==> config.mk <==
export PLATFORM = sky130hd
export DESIGN_NAME = alu_result_merge
export DESIGN_NICKNAME = d
export VERILOG_FILES = /design/src/rtl/alu_result_merge_pkg.sv /design/src/rtl/alu_result_merge_lane.sv /design/src/rtl/alu_result_merge.sv
export SDC_FILE = /design/constraint.sdc
export NUM_CORES = 2
export LEC_CHECK = 0
export BUFFER_PORTS_ARGS = -buffer_cell sky130_fd_sc_hd__clkbuf_2
export CORE_AREA = 2 2 513 515
export DETAILED_ROUTE_END_ITERATION = 10
export DIE_AREA = 0 0 515 517
export HOLD_SLACK_MARGIN = 0.06
export PLACE_DENSITY = 0.39
export SLEW_MARGIN = 20
export SYNTH_ARGS = -nofsm -noshare
export SYNTH_HDL_FRONTEND = slang
export SYNTH_HIERARCHICAL = 1
export SYNTH_SLANG_ARGS = --single-unit
==> constraint.sdc <==
create_clock -name clk -period 10.7 [get_ports clk]
set_clock_uncertainty 0.2 [all_clocks]
set_input_delay 2.14 -clock clk [delete_from_list [all_inputs] [get_ports clk]]
set_output_delay 2.14 -clock clk [all_outputs]
set_load 0.05 [all_outputs]
==> src/rtl/alu_result_merge_pkg.sv <==
// Shared definitions for the ALU result merge stage: default geometry,
// PHV length formula, FSM state encoding and small arithmetic helpers.
package alu_result_merge_pkg;

    // Total PHV width: containers packed from bit 0 upward, metadata on top.
    function automatic int phv_len(input int num_alu, input int data_width, input int meta_width);
        return num_alu * data_width + meta_width;
    endfunction

    localparam int DEF_NUM_ALU    = 8;
    localparam int DEF_DATA_WIDTH = 32;
    localparam int DEF_META_WIDTH = 256;
    localparam int DEF_TIMEOUT    = 15;
    localparam int DEF_PHV_LEN    = phv_len(DEF_NUM_ALU, DEF_DATA_WIDTH, DEF_META_WIDTH);

    localparam int TIMER_W = 4;

    typedef enum logic [1:0] {
        ST_IDLE    = 2'd0,
        ST_COLLECT = 2'd1,
        ST_OUTPUT  = 2'd2
    } state_e;

    // 16-bit add that sticks at all-ones instead of wrapping.
    function automatic logic [15:0] sat_add16(input logic [15:0] a, input logic [15:0] b);
        logic [16:0] sum;
        sum = {1'b0, a} + {1'b0, b};
        return sum[16] ? 16'hFFFF : sum[15:0];
    endfunction

endpackage

==> src/rtl/alu_result_merge_lane.sv <==
// One container slot of the merge buffer: holds the slot value and whether
// this lane's ALU result has already arrived for the PHV in flight.
module alu_result_merge_lane #(
    parameter int DATA_WIDTH = 32
) (
    input  logic                  clk,
    input  logic                  rst,
    input  logic                  load_i,     // PHV accepted this cycle
    input  logic                  capture_i,  // collection window open
    input  logic                  strobe_i,   // ALU result valid
    input  logic [DATA_WIDTH-1:0] phv_slot_i,
    input  logic [DATA_WIDTH-1:0] result_i,
    output logic [DATA_WIDTH-1:0] slot_o,
    output logic                  arrived_o,
    output logic                  stray_o     // strobe dropped this cycle
);

    logic [DATA_WIDTH-1:0] slot_q, slot_d;
    logic                  arrived_q, arrived_d;
    logic                  stray_s;

    // Decide slot contents: a strobe in the accept cycle overrides the PHV value,
    // only the first strobe per PHV is taken, everything else is dropped.
    always_comb begin
        slot_d    = slot_q;
        arrived_d = arrived_q;
        stray_s   = 1'b0;
        if (load_i) begin
            arrived_d = strobe_i;
            slot_d    = strobe_i ? result_i : phv_slot_i;
        end else if (capture_i) begin
            if (strobe_i && !arrived_q) begin
                slot_d    = result_i;
                arrived_d = 1'b1;
            end else begin
                stray_s = strobe_i;
            end
        end else begin
            stray_s = strobe_i;
        end
    end

    // Slot and arrival flag registers.
    always_ff @(posedge clk or posedge rst) begin
        if (rst) begin
            slot_q    <= {DATA_WIDTH{1'b0}};
            arrived_q <= 1'b0;
        end else begin
            slot_q    <= slot_d;
            arrived_q <= arrived_d;
        end
    end

    assign slot_o    = slot_q;
    assign arrived_o = arrived_q;
    assign stray_o   = stray_s;

endmodule

==> src/rtl/alu_result_merge.sv <==
// Merges per-container ALU results back into the PHV launched with an action
// and hands the rebuilt PHV downstream over valid/ready.
module alu_result_merge
    import alu_result_merge_pkg::*;
#(
    parameter int  NUM_ALU    = DEF_NUM_ALU,
    parameter int  DATA_WIDTH = DEF_DATA_WIDTH,
    parameter int  META_WIDTH = DEF_META_WIDTH,
    parameter int  TIMEOUT    = DEF_TIMEOUT,
    localparam int PHV_LEN    = phv_len(NUM_ALU, DATA_WIDTH, META_WIDTH)
) (
    input  logic                          clk,
    input  logic                          rst,
    input  logic [PHV_LEN-1:0]            phv_in,
    input  logic                          phv_valid_in,
    output logic                          phv_ready_out,
    input  logic [NUM_ALU*DATA_WIDTH-1:0] container_in,
    input  logic [NUM_ALU-1:0]            container_valid_in,
    output logic [PHV_LEN-1:0]            phv_out,
    output logic                          phv_valid_out,
    input  logic                          phv_ready_in,
    output logic                          timeout_err,
    output logic [15:0]                   stray_cnt
);

    localparam logic [TIMER_W-1:0] TIMEOUT_C = TIMER_W'(TIMEOUT);
    localparam logic [TIMER_W-1:0] TIMER_MAX = {TIMER_W{1'b1}};

    function automatic logic [15:0] popcount(input logic [NUM_ALU-1:0] v);
        logic [15:0] n;
        n = 16'd0;
        for (int i = 0; i < NUM_ALU; i++) begin
            n = n + {15'd0, v[i]};
        end
        return n;
    endfunction

    state_e                    state_q, state_d;
    logic [TIMER_W-1:0]        timer_q, timer_d;
    logic [META_WIDTH-1:0]     meta_q, meta_d;
    logic [15:0]               stray_q, stray_d;
    logic                      tmo_q, tmo_d;
    logic                      valid_q, valid_d;

    logic                      load_s, capture_s, all_in_s;
    logic [NUM_ALU-1:0]        arrived_s, stray_s;
    logic [NUM_ALU*DATA_WIDTH-1:0] slots_s;

    assign load_s    = (state_q == ST_IDLE) && phv_valid_in;
    assign capture_s = (state_q == ST_COLLECT);
    // Mask as it will be after this cycle's captures.
    assign all_in_s  = &(arrived_s | container_valid_in);

    for (genvar i = 0; i < NUM_ALU; i++) begin : g_lane
        alu_result_merge_lane #(
            .DATA_WIDTH(DATA_WIDTH)
        ) u_lane (
            .clk        (clk),
            .rst        (rst),
            .load_i     (load_s),
            .capture_i  (capture_s),
            .strobe_i   (container_valid_in[i]),
            .phv_slot_i (phv_in[i*DATA_WIDTH +: DATA_WIDTH]),
            .result_i   (container_in[i*DATA_WIDTH +: DATA_WIDTH]),
            .slot_o     (slots_s[i*DATA_WIDTH +: DATA_WIDTH]),
            .arrived_o  (arrived_s[i]),
            .stray_o    (stray_s[i])
        );
    end

    // Next-state logic: accept in IDLE, wait for all lanes or the timer in
    // COLLECT, hold the merged PHV in OUTPUT until downstream takes it.
    always_comb begin
        state_d = state_q;
        timer_d = timer_q;
        meta_d  = meta_q;
        tmo_d   = 1'b0;
        case (state_q)
            ST_IDLE: begin
                if (phv_valid_in) begin
                    state_d = ST_COLLECT;
                    timer_d = {TIMER_W{1'b0}};
                    meta_d  = phv_in[PHV_LEN-1 -: META_WIDTH];
                end else begin
                    state_d = ST_IDLE;
                end
            end
            ST_COLLECT: begin
                if (all_in_s) begin
                    // Completion wins over a coincident timeout.
                    state_d = ST_OUTPUT;
                end else if (timer_q == TIMEOUT_C) begin
                    state_d = ST_OUTPUT;
                    tmo_d   = 1'b1;
                end else if (timer_q != TIMER_MAX) begin
                    timer_d = timer_q + 4'd1;
                end else begin
                    timer_d = timer_q;
                end
            end
            ST_OUTPUT: begin
                if (phv_ready_in) begin
                    state_d = ST_IDLE;
                end else begin
                    state_d = ST_OUTPUT;
                end
            end
            default: begin
                state_d = ST_IDLE;
            end
        endcase
    end

    // Dropped strobes accumulate into a saturating counter.
    always_comb begin
        stray_d = sat_add16(stray_q, popcount(stray_s));
    end

    // Output valid follows the state being entered so it is a clean register.
    always_comb begin
        valid_d = (state_d == ST_OUTPUT);
    end

    // Control and status registers.
    always_ff @(posedge clk or posedge rst) begin
        if (rst) begin
            state_q <= ST_IDLE;
            timer_q <= {TIMER_W{1'b0}};
            meta_q  <= {META_WIDTH{1'b0}};
            stray_q <= 16'd0;
            tmo_q   <= 1'b0;
            valid_q <= 1'b0;
        end else begin
            state_q <= state_d;
            timer_q <= timer_d;
            meta_q  <= meta_d;
            stray_q <= stray_d;
            tmo_q   <= tmo_d;
            valid_q <= valid_d;
        end
    end

    assign phv_out       = {meta_q, slots_s};
    assign phv_valid_out = valid_q;
    assign phv_ready_out = (state_q == ST_IDLE) && !rst;
    assign timeout_err   = tmo_q;
    assign stray_cnt     = stray_q;

endmodule

==> flow_summary.rst <==
.. list-table::
   :header-rows: 1

   * - Metric
     - Value
   * - Most used standard cells in the synthesized netlist
     - sky130_fd_sc_hd__nand2_1 (784), sky130_fd_sc_hd__dfrtp_1 (544), sky130_fd_sc_hd__mux2_4 (466)
   * - Top Usage Layer GRT
     - met2
   * - Post-synthesis cell type with the largest combined area
     - sky130_fd_sc_hd__dfrtp_1
   * - Horizontal die dimension
     - 515 um
   * - Sinks on the clock net
     - 544
   * - Die Height
     - 517 um
   * - Critical Path End Type
     - flop
   * - Worst hold start
     - meta_q[89]
   * - Power dissipated by switching net loads
     - 8.48 mW
   * - Max Fanout on Critical Path
     - 65
   * - Combined global-route utilization of all metal layers
     - 13.1%
   * - Synth unique cells
     - 47
   * - Max stage delay on crit path
     - 510 ps
   * - DR iter-0 viols
     - 1169
   * - P_leak
     - 20.4 nW
   * - Critical path, cell by cell
     - clkbuf_2 -> nand2_4 -> inv_8 -> nor3b_1 -> fa_1 -> inv_1 -> fa_1 -> fa_1 -> fa_1 -> inv_1 -> fa_1 -> a21o_1 -> a21o_1 -> nand3b_1 -> o31a_1 -> nand2_1
   * - Combined buffer and inverter count along the critical path
     - 4
   * - Category of the most critical setup path
     - input pin to flop
   * - Cells resized by post-CTS repair
     - 0
   * - CP Data Required Time
     - 11050 ps
   * - Upper clock frequency limit
     - 155 MHz
   * - GP Congestion
     - 0.899
   * - Met3 track demand over resource in global routing
     - 9.00%
   * - Port-buffer cells
     - 1310
   * - Fin Setup TNS
     - 0 ps
   * - Number of max-capacitance violations reported
     - 0
   * - Count of fill cells added during filler insertion
     - 29562
   * - Std cell rows
     - 188
   * - Hold-fix buffers, CTS
     - 0
   * - Max-slew violation count
     - 0
   * - Proportion of layout cells with a drive suffix above 1
     - 57.9%
   * - Ys async rst share
     - 100%
   * - Power share of the clock group
     - 17.6%
   * - Total iterations of the first detailed-routing run
     - 5
   * - VDD IR-drop max
     - 0.211 mV
   * - RSZ-0062 raised after global routing
     - no
   * - Class of the worst hold path
     - flop to flop
   * - Total gr overflow
     - 0
   * - Relative contribution of combinational cells to total power
     - 58.3%
   * - Final setup vio count
     - 0
   * - TritonCTS clock tree
     - done
   * - Register cell area after layout
     - 13600 sq um
   * - Via count of the first global-routing pass
     - 22243
   * - Status
     - finished clean
   * - Count of H-tree levels built during CTS
     - 3
   * - Cell area power density
     - 400 nW/um^2
   * - Final hold violation count
     - 0
   * - Data arrival time of the critical path
     - 6820 ps
   * - Vias/cell
     - 3.11
   * - Proportion of netlist area held by the largest area contributor
     - 52.0%
   * - Top flip-flop cell by instance count after synthesis
     - sky130_fd_sc_hd__dfrtp_1
   * - Final Cycle Share
     - 60.5%
   * - Shortest clock period the worst path allows after layout
     - 6470 ps
   * - Global-route wire length before repair
     - 228000 um
   * - Routed vias
     - 21442
   * - Slowest library cell on the worst path
     - sky130_fd_sc_hd__fa_1
   * - Portion of the post-synthesis area used by sequential elements
     - 52.0%
   * - Floorplan core area
     - 261000 sq um
   * - Area occupied by multi-input gates
     - 11500 sq um
   * - Worst-skew pair later-pin latency
     - 680 ps
   * - Number of flops mapped to enable cells by yosys
     - 0
   * - DP Wirelength
     - 153000 um
   * - Family of cells with the greatest summed delay on the critical path
     - adder cells
   * - Cell area after technology mapping
     - 26200 sq um
   * - Initial cell density of the core
     - 10.0%
   * - Most repeated cell in the gate-level netlist after synthesis
     - sky130_fd_sc_hd__nand2_1
   * - Relative slew slack
     - 26.7%
   * - Avg Cell Area, Syn
     - 12.4 sq um
   * - Number of placed I/O pins
     - 1311
   * - Crit-path most repeated cell
     - sky130_fd_sc_hd__fa_1
   * - Cell types occupying the most area after synthesis
     - sky130_fd_sc_hd__dfrtp_1 (52%), sky130_fd_sc_hd__mux2_4 (27%), sky130_fd_sc_hd__nand2_1 (11%)
   * - Clock-pin slew on the worst setup and hold paths
     - 60 ps
   * - Maximum clock path buffer count
     - 3
   * - WL per Instance
     - 26.2 um
   * - Worst setup SP type
     - input pin
   * - Global-route track usage on met1
     - 14.5%
   * - Power share of the sequential group
     - 24.1%
   * - Number of synthesized register bits
     - 544
   * - Area enclosed by the die boundary
     - 266000 sq um
   * - Syn Nets
     - 2898
   * - Count of yosys warnings during synthesis
     - 6
   * - CTS Root Buffer Type
     - sky130_fd_sc_hd__clkbuf_16
   * - Final-stage net count
     - 4191
   * - Total chip power
     - 15.6 mW
   * - Final std cell area, no fill
     - 38900 sq um
   * - Register-to-register path setup slack
     - 4990 ps
   * - Post-synthesis to final-layout area growth
     - 48.8%
   * - Internal power
     - 7.08 mW
   * - Post-route DRC
     - 0
   * - Switching power as a share of total power
     - 54.5%
   * - DRT antenna net count
     - 0
   * - Post CTS Setup Buffer Count
     - 0
   * - R2R Path Start
     - state_q[0]
   * - Number of antenna violations at the first check in global routing
     - 75
   * - Pin count of the biggest net entering global routing
     - 155
   * - Post-Place Cell Area
     - 36200 sq um
   * - Total Wirelength
     - 181000 um
   * - Number of buffers created by CTS
     - 77
   * - Number of instances in the synthesized netlist
     - 2106
   * - Slew of the pin with the lowest slew margin
     - 1100 ps
   * - Met2 usage in global routing
     - 20.2%
   * - CP Launch Point
     - phv_valid_in
## final cells by class
| type | instances | area share [%] |
|---|---|---|
| tap | 3420 | 11.0 |
| clock buffer | 108 | 5.72 |
| sequential | 544 | 35.0 |
| timing repair buffer | 1335 | 17.4 |
| antenna | 19 | 0.122 |
| multi-input combinational | 1419 | 29.5 |
| inverter | 22 | 0.251 |
| clock inverter | 27 | 1.03 |
## worst register-to-register path, stage by stage (launching register included)
cell,delay [ps]
sky130_fd_sc_hd__dfrtp_1,410
sky130_fd_sc_hd__nor2_1,410
sky130_fd_sc_hd__nand2_4,410
sky130_fd_sc_hd__inv_8,610
sky130_fd_sc_hd__nor3b_1,200
sky130_fd_sc_hd__fa_1,520
sky130_fd_sc_hd__inv_1,50
sky130_fd_sc_hd__fa_1,460
sky130_fd_sc_hd__fa_1,510
sky130_fd_sc_hd__fa_1,180
sky130_fd_sc_hd__inv_1,60
sky130_fd_sc_hd__fa_1,400
sky130_fd_sc_hd__a21o_1,210
sky130_fd_sc_hd__a21o_1,230
sky130_fd_sc_hd__nand3b_1,460
sky130_fd_sc_hd__o31a_1,230
sky130_fd_sc_hd__nand2_1,50
## per-layer routing
metal | routed length (um) | vias up
li1 | - | 9533
met1 | 69100 | 10500
met2 | 79400 | 1126
met3 | 27400 | 245
met4 | 4660 | 38
met5 | 244 | -
## power groups by stage
| stage | Clock, mW | Combinational [mW] | Sequential (mW) |
|---|---|---|---|
| 2_1_floorplan | 0 | 2.71 | 7.06 |
| 3_3_place_gp | 0 | 9.30 | 3.73 |
| 3_5_place_dp | 0 | 9.27 | 3.75 |
| 4_1_cts | 2.88 | 9.30 | 3.75 |
| 5_1_grt | 2.93 | 9.65 | 3.87 |
| 6_report | 2.74 | 9.07 | 3.74 |
## flip-flops by register name (all words and copies together), names as in the netlist
signal / flops
meta_q: 256
phv_valid_out: 1
stray_cnt: 16
timeout_err: 1
timer_q: 4
g_lane.u_lane/slot_o: 256
state_q: 2
g_lane.u_lane/arrived_o: 8
## final timing paths
check / end / cells after the start
hold reg to reg: meta_q[89] / 2
setup / recovery: stray_cnt[15] / 16
setup reg to reg: stray_cnt[15] / 16
max in group asynchronous: meta_q[146] / 5
hold / removal: meta_q[89] / 2
min in group asynchronous: g_lane[7].u_lane/arrived_o / 3
## cell usage in the layout, fill, tap and decap left out, types with 8 or more instances in the layout
cell                        Yosys  final
sky130_fd_sc_hd__buf_4         24     23
sky130_fd_sc_hd__clkbuf_1      36     15
sky130_fd_sc_hd__clkbuf_16      0     79
sky130_fd_sc_hd__clkbuf_2       0   1310
sky130_fd_sc_hd__clkbuf_8       0     14
sky130_fd_sc_hd__clkinv_2       0      9
sky130_fd_sc_hd__dfrtp_1      544    544
sky130_fd_sc_hd__diode_2        0     19
sky130_fd_sc_hd__inv_1         21     15
sky130_fd_sc_hd__mux2_2        49     49
sky130_fd_sc_hd__mux2_4       466    466
sky130_fd_sc_hd__nand2_1      784    783
sky130_fd_sc_hd__nor2b_1        8      8
sky130_fd_sc_hd__nor3b_1        9      9
sky130_fd_sc_hd__o21a_1         8      8
sky130_fd_sc_hd__o21ai_0       10     10
## stage by stage
stage	worst slack, ps	instances	hold WS, ps	util [%]
final	4230	6894	270	14.9
after CTS	4190	6875	276	14.9
after global placement	3400	6740	259	13.9
after global routing	3940	6886	294	14.9
after detailed placement	3410	6740	261	13.9
after floorplan	638	2106	287	-
## logic make-up after synthesis
kind of cell	after synthesis	share of synthesized area (%)
multiplexers	516	28.9
AND/OR/NAND/NOR	840	12.7
flip-flops	544	52.0
AO/OA/AOI/OAI	42	1.11
XOR/XNOR	9	0.301
buffers and inverters	143	4.21
adder cells (fa/ha/maj)	12	0.717
(Power assumes the default switching activity.)
